## src/rtl/io_map_pkg.sv

```systemverilog
// Register map and status-bit layout for the MMIO responder.
// Shared by the responder top, its transmit FIFO and anything decoding its status word.
package io_map_pkg;

    localparam int IO_SEL_BIT = 31;

    localparam logic [7:0] IO_CTRL = 8'h00;
    localparam logic [7:0] IO_RX   = 8'h04;
    localparam logic [7:0] IO_TX   = 8'h08;
    localparam logic [7:0] IO_CYC  = 8'h10;
    localparam logic [7:0] IO_INST = 8'h14;
    localparam logic [7:0] IO_CRST = 8'h18;

    localparam int CTRL_TX_NFULL = 0;
    localparam int CTRL_RX_FULL  = 1;
    localparam int CTRL_TX_OVF   = 2;

    function automatic logic [31:0] pack_status(input logic tx_nfull,
                                                input logic rx_full,
                                                input logic tx_ovf);
        logic [31:0] st;
        st = '0;
        st[CTRL_TX_NFULL] = tx_nfull;
        st[CTRL_RX_FULL]  = rx_full;
        st[CTRL_TX_OVF]   = tx_ovf;
        return st;
    endfunction

endpackage

```

## src/rtl/io_tx_fifo.sv

```systemverilog
// Byte FIFO feeding the UART serializer; full/empty come from the pre-cycle count,
// so a push while full is refused even when a pop happens in the same cycle.
module io_tx_fifo
    import io_map_pkg::*;
#(
    parameter int TX_DEPTH = 8
) (
    input  logic       clk,
    input  logic       rst,
    input  logic       push,
    input  logic [7:0] din,
    input  logic       pop,
    output logic       full,
    output logic       empty,
    output logic [7:0] head
);

    localparam int AW = $clog2(TX_DEPTH);
    localparam logic [AW:0] FULL_CNT = (AW+1)'(TX_DEPTH);

    logic [7:0]    mem [TX_DEPTH];
    logic [AW-1:0] rd_ptr;
    logic [AW-1:0] wr_ptr;
    logic [AW:0]   count;
    logic          do_push;
    logic          do_pop;

    assign full    = (count == FULL_CNT);
    assign empty   = (count == '0);
    assign do_push = push & ~full;
    assign do_pop  = pop & ~empty;
    assign head    = mem[rd_ptr];

    always_ff @(posedge clk) begin
        if (rst) begin
            rd_ptr <= '0;
            wr_ptr <= '0;
            count  <= '0;
        end else begin
            if (do_push) wr_ptr <= wr_ptr + 1'b1;
            if (do_pop)  rd_ptr <= rd_ptr + 1'b1;
            case ({do_push, do_pop})
                2'b10:   count <= count + 1'b1;
                2'b01:   count <= count - 1'b1;
                default: count <= count;
            endcase
        end
    end

    // Storage needs no reset: the count alone decides what is valid.
    always_ff @(posedge clk) begin
        if (do_push) mem[wr_ptr] <= din;
    end

endmodule

```

## src/rtl/mmio_io_responder.sv

```systemverilog
// Data-side MMIO responder: UART transmit FIFO, receive holding register, status, counters.
// Define MMIO_COUNTERS_EN to include the cycle/instruction counters and their 0x18 reset.
module mmio_io_responder
    import io_map_pkg::*;
#(
    parameter int TX_DEPTH = 8
) (
    input  logic        clk,
    input  logic        rst,
    input  logic        stall,
    input  logic [31:0] addr,
    input  logic [31:0] din,
    input  logic [3:0]  we,
    input  logic        re,
    output logic [31:0] dout,
    input  logic        instr_retired,
    output logic [7:0]  tx_data,
    output logic        tx_valid,
    input  logic        tx_ready,
    input  logic [7:0]  rx_data,
    input  logic        rx_valid,
    output logic        rx_ready
);

    logic        sel;
    logic        wr_any;
    logic        rd_any;
    logic [7:0]  off;
    logic        rx_full;
    logic [7:0]  rx_hold;
    logic        rx_pop;
    logic        rx_cap;
    logic        tx_push;
    logic        tx_pop;
    logic        tx_full;
    logic        tx_empty;
    logic        tx_ovf;
    logic [31:0] cyc_cnt;
    logic [31:0] inst_cnt;
    logic [31:0] rdata;
    logic        unused_bits;

    assign sel    = addr[IO_SEL_BIT] & ~stall;
    assign off    = addr[7:0];
    assign wr_any = sel & (|we);
    assign rd_any = sel & re;

    assign unused_bits = ^{addr[30:8], din[31:8]};

    // Pop and capture are exclusive: one needs the register full, the other empty.
    assign rx_pop   = rd_any & (off == IO_RX) & rx_full;
    assign rx_cap   = rx_valid & ~rx_full;
    assign rx_ready = ~rx_full;

    always_ff @(posedge clk) begin
        if (rst) begin
            rx_full <= 1'b0;
            rx_hold <= '0;
        end else if (rx_pop) begin
            rx_full <= 1'b0;
        end else if (rx_cap) begin
            rx_full <= 1'b1;
            rx_hold <= rx_data;
        end
    end

    assign tx_push  = wr_any & (off == IO_TX) & we[0];
    assign tx_pop   = ~tx_empty & tx_ready;
    assign tx_valid = ~tx_empty;

    io_tx_fifo #(
        .TX_DEPTH (TX_DEPTH)
    ) u_tx_fifo (
        .clk   (clk),
        .rst   (rst),
        .push  (tx_push),
        .din   (din[7:0]),
        .pop   (tx_pop),
        .full  (tx_full),
        .empty (tx_empty),
        .head  (tx_data)
    );

    always_ff @(posedge clk) begin
        if (rst)
            tx_ovf <= 1'b0;
        else if (tx_push & tx_full)
            tx_ovf <= 1'b1;
        else if (wr_any & (off == IO_CTRL))
            tx_ovf <= 1'b0;
    end

`ifdef MMIO_COUNTERS_EN
    logic cnt_clr;

    assign cnt_clr = wr_any & (off == IO_CRST);

    // The clear wins over a same-cycle increment.
    always_ff @(posedge clk) begin
        if (rst | cnt_clr) begin
            cyc_cnt  <= '0;
            inst_cnt <= '0;
        end else begin
            cyc_cnt  <= cyc_cnt + 1'b1;
            inst_cnt <= inst_cnt + {31'b0, instr_retired};
        end
    end
`else
    logic unused_retired;

    assign unused_retired = instr_retired;
    assign cyc_cnt        = '0;
    assign inst_cnt       = '0;
`endif

    always_comb begin
        rdata = '0;
        case (off)
            IO_CTRL: rdata = pack_status(~tx_full, rx_full, tx_ovf);
            IO_RX:   rdata = {24'b0, rx_hold};
            IO_CYC:  rdata = cyc_cnt;
            IO_INST: rdata = inst_cnt;
            default: rdata = '0;
        endcase
    end

    // Read data is taken from pre-edge state, so a read+write returns the old value.
    always_ff @(posedge clk) begin
        if (rst)
            dout <= '0;
        else if (rd_any)
            dout <= rdata;
    end

endmodule

```

## config.mk

```make
export PLATFORM = sky130hd
export DESIGN_NAME = mmio_io_responder
export DESIGN_NICKNAME = d
export VERILOG_FILES = /design/src/rtl/io_map_pkg.sv /design/src/rtl/io_tx_fifo.sv /design/src/rtl/mmio_io_responder.sv
export SDC_FILE = /design/constraint.sdc
export NUM_CORES = 1
export LEC_CHECK = 0
export BUFFER_PORTS_ARGS = -buffer_cell sky130_fd_sc_hd__buf_2
export CORE_MARGIN = 5
export CORE_UTILIZATION = 53
export CTS_BUF_LIST = sky130_fd_sc_hd__clkbuf_8
export DETAILED_ROUTE_END_ITERATION = 7
export PLACE_DENSITY = 0.82
export SLEW_MARGIN = 20
export SYNTH_ARGS = -nofsm -noshare
export SYNTH_HDL_FRONTEND = slang
export SYNTH_SLANG_ARGS = --single-unit
```

## constraint.sdc

```tcl
create_clock -name clk -period 3.2 [get_ports clk]
set_input_delay 0.64 -clock clk [delete_from_list [all_inputs] [get_ports clk]]
set_output_delay 0.64 -clock clk [all_outputs]
set_load 0.01 [all_outputs]
```

==> impl_metrics.tcl <==
set metrics [dict create \
    status "complete, no violations" \
    io_pins 125 \
    yosysSeqAreaShare_pct 63.4 \
    placed_cells 428 \
    drcViolationCount 0 \
    yosysUniqueCellTypes 39 \
    hold_path_class "reg2reg" \
    clockRootBuffer "clkbuf_8" \
    final_nets 428 \
    critPathLaunch "addr[1]" \
    drt_iter0_markers 122 \
    final_area_sq_um 4530 \
    placed_cell_area_sq_um 4350 \
    diodes 0 \
    hpwl_um 4880 \
    cts_tree "yes" \
    p_seq_share_pct 62.4 \
    numClockSinks 95 \
    die_w_um 97.0 \
    rr_startpoint "u_tx_fifo.count[0]" \
    period_share_pct 87.7 \
    path_buf_inv 1 \
    swShare_pct 22.6 \
    clock_latency_ns 0.36 \
    drv_cap 0 \
    core_area_sq_um 7330 \
    peakVddDrop_uv 233 \
    synth_top_flop_cell "edfxtp_1" \
    synth_seq_cells 95 \
    grt_util_all_layers_pct 15.3 \
    clkPwrFrac_pct 33.8 \
    grt_pass1_vias 2312 \
    hold_depth 2 \
    netlist_area_sq_um 4010 \
    start_util_pct 54.7 \
    hp-start "dout[4]" \
    port_buffers 52 \
    min_period_ns 2.81 \
    skew_ns 0.0123 \
    grt_overflow 0 \
    multi_input_comb_area_sq_um 1330 \
    holdPathEnd "dout[4]" \
    drt-wirelength-per-cell_um 15.9 \
    startpoint_type "input port" \
    grt_pass1_wl_um 11300 \
    final_cell_count_no_fill 444 \
    p_comb_share_pct 3.9 \
    post_cts_resized 0 \
    die-height_um 97.0 \
    r2r_cells 10 \
    seqCellArea_sq_um 2540 \
    cp_data_required_time_ns 3.49 \
    cts_buffer_depth 2 \
    critical_path.max_stage_delay_ns 0.59 \
    crit_chain "buf_2, or4_4, nor4_4, nand2_2, ha_1, xor2_1, ha_1, a21oi_1, xor2_1, or3_1, a21oi_1" \
    setup_viol 0 \
    critPathTopFamily "simple AND/OR/NAND/NOR gates" \
    antenna_found_initial 0 \
    rrSetupSlack_ns 0.64 \
    fill_cells 567 \
    async_reset_ff_share_pct 0 \
    syn2layout_area_growth_pct 12.8 \
    p_leak_nw 1.67 \
    syn_avg_cell_area_sq_um 14.5 \
    hold_buffers 0 \
    timing.fmax_mhz 356 \
    relSlewSlack_pct 38.3 \
    p_int_mw 1.63 \
    synth-edff-count 64 \
    timing.rr.end "u_tx_fifo.count[2]" \
    cts-htree-levels 3 \
    final_hold_viol_count 0 \
    criticalPathCategory "in2reg" \
    dr_total_vias 2293 \
    rows 31 \
    ant_nets 0 \
    cp_max_fo 6 \
    setup_tns_ns 0 \
    cp.arrival_ns 3.10 \
    ys_warn_count 0 \
    grt_max_degree 26 \
    endpoint_kind "flop" \
    wl_um 7060 \
    firstDrtPassIters 4 \
    drv_slew 0 \
    cp_slowest_cell "or4_4" \
    synthCells 277 \
    clkTransAtPathRegs_ns 0.10 \
    cts_buffers 9 \
    fp.dieArea_sq_um 9410 \
    cts_setup_buffers 0 \
    power.density_nw_per_um2 466 \
    viasPerCell 5.16 \
    p_sw_uw 477 \
    drive_gt1_share_pct 32.5 \
    place_congestion 0.749 \
    rsz0062_at_grt "no" \
    worst_slew_pin_slew_ns 0.924 \
]
-- area by class of cell --
class,instances,share of cell area (%)
Sequential cell,95,56.2
Multi-Input combinational cell,168,29.3
Timing Repair Buffer,64,7.74
Clock buffer,9,2.74
Tap cell,99,2.74
Clock inverter,7,1.19
Inverter,2,0.166
-- flip-flops by register name, indices dropped and copies added (netlist names), named ones only --
| register | count |
|---|---|
| rx_hold | 8 |
| u_tx_fifo.count | 4 |
| u_tx_fifo.rd_ptr | 3 |
| rx_full | 1 |
| u_tx_fifo.mem | 64 |
| u_tx_fifo.wr_ptr | 3 |
| tx_ovf | 1 |
| dout | 8 |
-- power groups by stage --
| stage | sequential, mW | clock [mW] | combinational, mW |
|---|---|---|---|
| finish | 1.32 | 0.713 | 0.0819 |
| global route | 1.32 | 0.788 | 0.0921 |
| CTS | 1.32 | 0.736 | 0.0821 |
| detailed placement | 1.35 | 0 | 0.0816 |
| global placement | 1.34 | 0 | 0.0778 |
| floorplan | 1.34 | 0 | 0.0655 |
-- stage by stage --
step / util (%) / hold WS, ns / worst slack (ns) / power [mW]
6_report: 61.8 / 0.459 / 0.393 / 2.11
5_1_grt: 61.8 / 0.495 / 0.268 / 2.20
4_1_cts: 61.8 / 0.463 / 0.391 / 2.14
3_5_place_dp: 59.3 / 0.440 / 0.00622 / 1.43
3_3_place_gp: 59.3 / 0.435 / 0.0855 / 1.42
2_1_floorplan: - / 0.435 / 0.201 / 1.41
-- metal layers --
layer	part of all wire [%]	routed length (um)	vias up	global-route usage (%)
li1	-	-	1105	-
met1	40	2840	1112	18.7
met2	53	3710	69	26.1
met3	6.0	420	7	5.18
met4	1.2	85	0	3.89
met5	0	0	-	0
-- cell usage after synthesis (all sizes together) (6+ instances only) --
cell    instances  share of area (%)
a21oi           7               0.87
buf            28                4.9
clkbuf          7               0.65
nand2          20                1.9
nor2           21                2.0
dfxtp          31                 15
o21ai           9                1.1
mux2            9                2.5
mux4           16                9.0
nor2b           6               0.94
edfxtp         64                 48
mux2i          12                3.0
-- layout by cell type (no fill, tap or decap), types with 6 or more instances in the layout --
master / synthesis / final
mux2i_1: 12 / 12
buf_2: 2 / 52
nand2_1: 19 / 19
a21oi_1: 7 / 7
dfxtp_1: 31 / 31
nor2b_1: 6 / 6
mux2_2: 9 / 9
clkbuf_8: 0 / 9
o21ai_0: 9 / 9
conb_1: 1 / 24
mux4_2: 16 / 16
nor2_1: 21 / 21
edfxtp_1: 64 / 64
buf_4: 24 / 12
-- cells by family after synthesis --
group | synth area share [%]
compound gates | 3.12
xor+xnor | 1.31
fa+ha+maj | 1.56
buf+inv | 5.77
flops | 63.4
mux | 14.5
other cells | 0.0935
simple gates | 10.3
-- worst reg2reg max path, cell delays in order, from the launching register on --
cell and delay, ns:
dfxtp_1 0.39, or4_1 0.60, nand2_1 0.16, inv_1 0.07
ha_1 0.24, xor2_1 0.17, ha_1 0.19, a21oi_1 0.14
xor2_1 0.10, or3_1 0.31, a21oi_1 0.14
-- worst max-delay path by stage --
stage,end,slack (ns),depth (start not counted)
floorplan,u_tx_fifo.count[3],0.20,7
global placement,u_tx_fifo.count[2],0.09,11
detailed placement,u_tx_fifo.count[2],0.006,11
CTS,u_tx_fifo.count[2],0.39,11
global route,u_tx_fifo.count[2],0.27,11
finish,u_tx_fifo.count[2],0.39,11
Power figures use the tool's default switching activity.
